[src/rtl/apb_master_bridge.sv]
// APB initiator: takes one local read/write command at a time and runs it as a
// SETUP/ACCESS transfer, returning read data or an error on a one-cycle strobe.
module apb_master_bridge #(
    parameter int ADDR_W  = 8,
    parameter int DATA_W  = 8,
    parameter int TIMEOUT = 255
) (
    input  logic              clk,
    input  logic              reset,
    input  logic              cmd_valid,
    output logic              cmd_ready,
    input  logic              cmd_write,
    input  logic [1:0]        cmd_id,
    input  logic [ADDR_W-1:0] cmd_addr,
    input  logic [DATA_W-1:0] cmd_wdata,
    output logic              rsp_valid,
    output logic              rsp_error,
    output logic [DATA_W-1:0] rsp_rdata,
    output logic [1:0]        sel,
    output logic              enable,
    output logic              write,
    output logic [ADDR_W-1:0] addr,
    output logic [DATA_W-1:0] wdata,
    input  logic [DATA_W-1:0] rdata,
    input  logic              ready
);

    localparam logic [7:0] TMO = 8'(TIMEOUT);

    typedef enum logic [1:0] {
        IDLE   = 2'd0,
        SETUP  = 2'd1,
        ACCESS = 2'd2,
        RESP   = 2'd3
    } state_t;

    state_t            state, state_nxt;
    logic              cmd_ready_nxt;
    logic              rsp_valid_nxt;
    logic              rsp_error_nxt;
    logic [DATA_W-1:0] rsp_rdata_nxt;
    logic [1:0]        sel_nxt;
    logic              enable_nxt;
    logic              write_nxt;
    logic [ADDR_W-1:0] addr_nxt;
    logic [DATA_W-1:0] wdata_nxt;
    logic [7:0]        wait_cnt, wait_cnt_nxt, wait_inc;

    function automatic logic [7:0] sat_inc(input logic [7:0] v);
        return (v == 8'hFF) ? v : v + 8'd1;
    endfunction

    always_ff @(posedge clk or posedge reset) begin
        if (reset) begin
            state     <= IDLE;
            cmd_ready <= 1'b0;
            rsp_valid <= 1'b0;
            rsp_error <= 1'b0;
            rsp_rdata <= '0;
            sel       <= 2'd0;
            enable    <= 1'b0;
            write     <= 1'b0;
            addr      <= '0;
            wdata     <= '0;
            wait_cnt  <= 8'd0;
        end else begin
            state     <= state_nxt;
            cmd_ready <= cmd_ready_nxt;
            rsp_valid <= rsp_valid_nxt;
            rsp_error <= rsp_error_nxt;
            rsp_rdata <= rsp_rdata_nxt;
            sel       <= sel_nxt;
            enable    <= enable_nxt;
            write     <= write_nxt;
            addr      <= addr_nxt;
            wdata     <= wdata_nxt;
            wait_cnt  <= wait_cnt_nxt;
        end
    end

    // Every output is computed one cycle ahead so the registers above present
    // the value that belongs to the state being entered.
    always_comb begin
        state_nxt     = state;
        rsp_valid_nxt = 1'b0;
        rsp_error_nxt = rsp_error;
        rsp_rdata_nxt = rsp_rdata;
        sel_nxt       = sel;
        enable_nxt    = enable;
        write_nxt     = write;
        addr_nxt      = addr;
        wdata_nxt     = wdata;
        wait_cnt_nxt  = wait_cnt;
        wait_inc      = sat_inc(wait_cnt);

        case (state)
            IDLE: begin
                sel_nxt    = 2'd0;
                enable_nxt = 1'b0;
                if (cmd_valid && cmd_ready) begin
                    if (cmd_id != 2'd0) begin
                        state_nxt = SETUP;
                        sel_nxt   = cmd_id;
                        write_nxt = cmd_write;
                        addr_nxt  = cmd_addr;
                        wdata_nxt = cmd_wdata;
                    end else begin
                        // No slave to address: answer with an error, bus stays idle.
                        state_nxt     = RESP;
                        rsp_valid_nxt = 1'b1;
                        rsp_error_nxt = 1'b1;
                        rsp_rdata_nxt = '0;
                    end
                end
            end
            SETUP: begin
                state_nxt    = ACCESS;
                enable_nxt   = 1'b1;
                wait_cnt_nxt = 8'd0;
            end
            ACCESS: begin
                if (ready) begin
                    state_nxt     = RESP;
                    rsp_valid_nxt = 1'b1;
                    rsp_error_nxt = 1'b0;
                    if (!write)
                        rsp_rdata_nxt = rdata;
                    sel_nxt       = 2'd0;
                    enable_nxt    = 1'b0;
                    wait_cnt_nxt  = 8'd0;
                end else if (wait_inc >= TMO) begin
                    state_nxt     = RESP;
                    rsp_valid_nxt = 1'b1;
                    rsp_error_nxt = 1'b1;
                    rsp_rdata_nxt = '0;
                    sel_nxt       = 2'd0;
                    enable_nxt    = 1'b0;
                    wait_cnt_nxt  = 8'd0;
                end else begin
                    wait_cnt_nxt = wait_inc;
                end
            end
            RESP: begin
                state_nxt    = IDLE;
                sel_nxt      = 2'd0;
                enable_nxt   = 1'b0;
                wait_cnt_nxt = 8'd0;
            end
            default: begin
                state_nxt  = IDLE;
                sel_nxt    = 2'd0;
                enable_nxt = 1'b0;
            end
        endcase

        cmd_ready_nxt = (state_nxt == IDLE);
    end

endmodule

[config.mk]
export PLATFORM = sky130hd
export DESIGN_NAME = apb_master_bridge
export DESIGN_NICKNAME = d
export VERILOG_FILES = /design/src/rtl/apb_master_bridge.sv
export SDC_FILE = /design/constraint.sdc
export NUM_CORES = 1
export LEC_CHECK = 0
export CAP_MARGIN = 0
export CORE_MARGIN = 2
export CORE_UTILIZATION = 49
export DETAILED_ROUTE_END_ITERATION = 10
export PLACE_DENSITY = 0.93
export SETUP_SLACK_MARGIN = 0.5
export SLEW_MARGIN = 20
export SYNTH_ARGS = -nofsm -noshare
export SYNTH_HDL_FRONTEND = slang
export SYNTH_SLANG_ARGS = --single-unit
[constraint.sdc]
create_clock -name clk -period 3.2 [get_ports clk]
set_input_delay 0.64 -clock clk [delete_from_list [all_inputs] [get_ports clk]]
set_output_delay 0.64 -clock clk [all_outputs]
set_load 0.02 [all_outputs]
Word-level counts from Yosys, hierarchy flattened
Cells that the tools add are included.

word-level totals
  register bits after elaboration = 41
  output and inout port bits = 31
  input bits = 31
  word-level logic and storage cells = 67

cells by class
  multiplexer cells = 33
  eq/ne operators = 8
  $add $sub $neg = 1
  reductions and logical operators = 13
  magnitude comparators = 1

operator list
  operator                                                                number
  8-bit 2-to-1 mux                                                        8
  8-bit case mux with 2 select lines                                      2
  2-bit 2-to-1 mux                                                        8
  1-bit 2-to-1 mux                                                        10
  8-bit by 1-bit adder with 8-bit output (second input constant)          1
  8-bit equality test (second input constant)                             1
  8-bit >= comparator (second input constant)                             1
  2-bit case mux with 4 select lines                                      1
  3-bit inequality test (second input constant)                           2
  2-bit case mux with 3 select lines                                      1
  2-bit nonzero test                                                      3
  5-bit AND reduction                                                     1
  2-bit equality test (second input constant)                             2
  2-bit zero test                                                         2
  2-bit inequality test (second input constant)                           2
  1-bit case mux with 2 select lines                                      2
  4-bit AND reduction                                                     1
  2-bit OR reduction                                                      2
  1-bit case mux with 3 select lines                                      1
  3-bit AND reduction                                                     1
  3-bit nonzero test                                                      1
  2-bit by 1-bit equality test with 1-bit output (second input constant)  1
  2-bit AND reduction                                                     1
  1-bit logical AND                                                       1

Longest topological paths before layout
  word-level depth = 7
  gate-level depth with buffers = 8
  depth with buffers taken out = 7

Worst setup path after synthesis
Ideal clock, no wire load.

  kind = register -> register
  start = register wait_cnt[0]
  end = register enable
  setup time = 0.125 ns
  data arrival time = 1.999 ns
  cell stages (with the launch flop) = 7
  path buffers = 0
  clock period less this slack = 2.124 ns
  data required time = 3.075 ns
  setup slack = 1.076 ns
  cell sequence = dfrtp_1 > ha_1 > nand4_1 > o21a_1 > or3_4 > o311ai_4 > mux2_4

on the way
  longest elaborated chain between the ends = 4
  elaborated cells on any way between the ends = 5
  classes of those cells = add/sub: 1; order compare: 1; eq/ne: 2; mux: 1

RTL lines
  item                                                                                  line  text
  start: declaration                                                                    47    logic [7:0] wait_cnt, wait_cnt_nxt, wait_inc;
  start signal: assignment                                                              77    wait_cnt <= wait_cnt_nxt;
  8-bit by 1-bit adder with 8-bit output / 8-bit equality test (equally long branches)  50    return (v == 8'hFF) ? v : v + 8'd1;
  8-bit 2-to-1 mux (*)                                                                  50
  8-bit >= comparator (*)                                                               131   end else if (wait_inc >= TMO) begin
  3-bit inequality test (no source line) (*)                                            --
  end signal: assignment                                                                73    enable <= enable_nxt;
  end: declaration                                                                      20    output logic enable,

Every way passes the cells marked *; elsewhere a longest branch is shown, timed or not.
A chain may end at the register's enable or synchronous reset.

Worst setup path in the final report
  start = register wait_cnt[0]
  end = register wait_cnt[0]

on the way
  longest elaborated chain between the ends = 6
  elaborated cells on any way between the ends = 7
  classes of those cells = add/sub: 1; order compare: 1; eq/ne: 1; mux: 4

RTL lines
  item                                                                                  line  text
  8-bit by 1-bit adder with 8-bit output / 8-bit equality test (equally long branches)  50
  8-bit 2-to-1 mux (*)                                                                  50
  8-bit >= comparator                                                                   131
  8-bit 2-to-1 mux (*)                                                                  131
  8-bit 2-to-1 mux (*)                                                                  122   if (ready) begin
  8-bit case mux with 2 select lines (*)                                                96    case (state)

Marks and branches as above.

==> reports/results.ini <==
[worst_hold_path]
hp-class = reg -> reg
min-delay-start = addr[5]$_DFFE_PP0P_
hold_end = addr[5]$_DFFE_PP0P_
holdPathStages = 1

[clocking]
clock_sinks = 41
cts.htree.levels = 2
clk_pin_slew_ns = 0.08
cts_hold_buf = 0
clockRootBuffer = clkbuf_8
cts_buffers = 5
clk_path_buf_depth = 2
clk_latency_ns = 0.30
postCtsSetupBuffers = 0
cts_resized = 0
cts_tree = yes

[critical_path]
startpoint_type = flip-flop
crit_type = reg -> reg
worstReg2RegEnd = wait_cnt[0]$_DFFE_PP0P_
cp_cell_sequence = ha_1 > nand4_1 > o21a_1 > or3_4 > o31ai_4 > o21ai_1 > mux2_2
rr_worst_depth = 7
arrival_ns = 2.54
cp_max_fo = 7
critPathCaptureType = flip-flop
worst_path_max_delay_cell = dfrtp_1
r2r_start = wait_cnt[0]$_DFFE_PP0P_
cpPeakStageDelay_ns = 0.45
r2r_slack_ns = 0.86
cp_data_required_time_ns = 3.39

[outcome]
status = completed

[grt]
grt_use_total = 0.218
antenna_found_initial = 0
grt_pass1_wl_um = 7150
gr-total-overflow = 0
grt_pass1_vias = 1560
grt_max_degree = 42

[power]
p_total_mw = 2.44
power.leakage_nw = 1.17
power.density_nw_per_um2 = 899
ir_drop_mv = 0.490

[placement]
place.gp.congestion = 0.928
io_buffer_count = 61
dpl.hpwl_um = 3210
dpl_cell_area_sq_um = 2610
dp_cells = 267
dp_slack_ns = 0.611

[logic_synthesis]
ys_warn_count = 0
yosysUniqueCellTypes = 45
syn_area_per_cell_sq_um = 12.1
synth_nets = 199
syn_inst = 162
yosys_register_bits = 41
ys_seq_area_frac = 0.525
synth_area_sq_um = 1960

[sta]
min_period_ns = 2.34
setup_viol = 0
hold_violations = 0
skew_ns = 0.00679
fin_crit_sh = 0.732
max_freq_mhz = 427
fin_ws_ns = 0.857
slew_violations = 0
tns_ns = 0
relSlewSlack = 0.445
rsz0062_at_grt = false
worst_pin_slew_ns = 0.825

[layout]
multi_input_area_sq_um = 880
final_cells = 275
layout.area.seq_sq_um = 1030
drive_gt1_frac = 0.176
fillCellCount = 259
syn_to_final_growth_pct = 39.0
layout_common_cells = clkdlybuf4s50_1 (61), dfrtp_1 (41), mux2_2 (18), nand2_1 (11), a22o_1 (9)
antenna_cells = 0
stdcell_area_sq_um = 2720
finalNetCount = 263
final_common_cell = clkdlybuf4s50_1

[drt]
route.detailed.drc = 0
final_antenna_net_count = 0
drtPass1Iterations = 5
vias = 1570
wl_um = 4440
drt_iter0_markers = 103
wl_per_cell_um = 16.1
vias_per_cell = 5.71

[floorplanning]
die_area_sq_um = 4510
die_w_um = 67.2
num_rows = 22
dieHeight_um = 67.2
fp.coreArea_sq_um = 3740
io_pins = 62
start_util = 0.522

[flow_run]
max_cap_viol_count = 0

==> synth_stat cells (all sizes together) <==
master	count	area (sq um)
a211oi	2	15.0
a21oi	8	47.6
a22o	9	78.8
a311oi	1	8.76
a31oi	6	37.5
a32o	3	30.0
a32oi	1	8.76
a41o	1	10.0
and2	2	12.5
and3	2	13.8
and4	1	8.76
and4b	1	10.0
buf	3	16.3
clkbuf	3	11.3
dfrtp	41	1030
ha	6	75.1
inv	6	22.5
mux2	19	218
mux2i	1	10.0
nand2	12	52.6
nand2b	1	8.76
nand3	3	20.0
nand3b	1	7.51
nand4	1	6.26
nand4b	1	8.76
nor2	8	30.0
nor2b	1	6.26
nor3	7	35.0
o211a	1	10.0
o21a	1	7.51
o21ai	2	10.0
o311ai	1	26.3
o31ai	2	28.8
o41ai	1	8.76
or2	1	6.26
or3	2	22.5
==> logic make-up (layout without fill, tap and decap cells) <==
logic type | count (synthesis) | count (layout) | share of synthesized area
AOI/OAI and AO/OA | 39 | 39 | 0.168
buffers and inverters | 12 | 77 | 0.0256
muxes | 20 | 20 | 0.116
DFF | 41 | 41 | 0.525
adders and majority gates | 6 | 6 | 0.0384
and+or+nand+nor | 44 | 44 | 0.127
==> worst max-delay path, delay by kind of cell (launching register included) <==
kind | cells | cell delay, ns
flops | 1 | 0.45
fa+ha+maj | 1 | 0.29
compound gates | 3 | 0.64
simple gates | 2 | 0.58
mux | 1 | 0.27
==> sequential cells by signal, summed over array words and instances (netlist names) <==
| register | flops |
|---|---|
| addr | 8 |
| wait_cnt | 8 |
| rsp_valid | 1 |
| write | 1 |
| wdata | 8 |
| rsp_rdata | 8 |
| rsp_error | 1 |
| enable | 1 |
| state | 2 |
| cmd_ready | 1 |
| sel | 2 |
==> stage by stage <==
step	util	hold slack (ns)
5_1_grt	0.726	0.527
4_1_cts	0.726	0.508
2_1_floorplan	-	0.538
3_5_place_dp	0.698	0.485
6_report	0.726	0.505
3_3_place_gp	0.698	0.483
==> area by class of cell <==
cell class | count | area share
tap | 48 | 0.0221
inverter | 6 | 0.00828
multi-input combinational | 109 | 0.324
clock buffer | 7 | 0.0354
clock inverter | 1 | 0.00322
timing repair buffer | 63 | 0.230
sequential | 41 | 0.377
==> metal layers <==
| metal | vias to the layer above | global-route usage | routed length (um) |
|---|---|---|---|
| met4 | 0 | 0.0969 | 77 |
| met1 | 755 | 0.265 | 1780 |
| met3 | 8 | 0.0850 | 413 |
| li1 | 732 | - | - |
| met5 | - | 0 | 0 |
| met2 | 75 | 0.344 | 2160 |
==> where the power goes <==
part | switching, mW | total [mW] | leakage (nW) | internal [mW]
clock network | 0.190 | 0.389 | 0.0549 | 0.199
registers | 0.130 | 0.854 | 0.531 | 0.723
logic | 0.601 | 1.20 | 0.580 | 0.602
total | 0.921 | 2.44 | 1.17 | 1.52
==> worst max path at each step <==
stage                                       start                        to  slack, ns  depth (start not counted)
after global placement                  cmd_valid  rsp_rdata[6]$_DFFE_PP0P_       0.73                          5
after floorplan           wait_cnt[0]$_DFFE_PP0P_        enable$_DFFE_PP0P_       1.08                          6
after global routing      wait_cnt[0]$_DFFE_PP0P_  rsp_rdata[6]$_DFFE_PP0P_       0.73                          7
final                     wait_cnt[0]$_DFFE_PP0P_   wait_cnt[0]$_DFFE_PP0P_       0.86                          7
after CTS                 wait_cnt[0]$_DFFE_PP0P_  rsp_rdata[6]$_DFFE_PP0P_       0.88                          7
after detailed placement                cmd_valid  rsp_rdata[6]$_DFFE_PP0P_       0.61                          5
No activity file was read; power rests on OpenSTA's default activity.
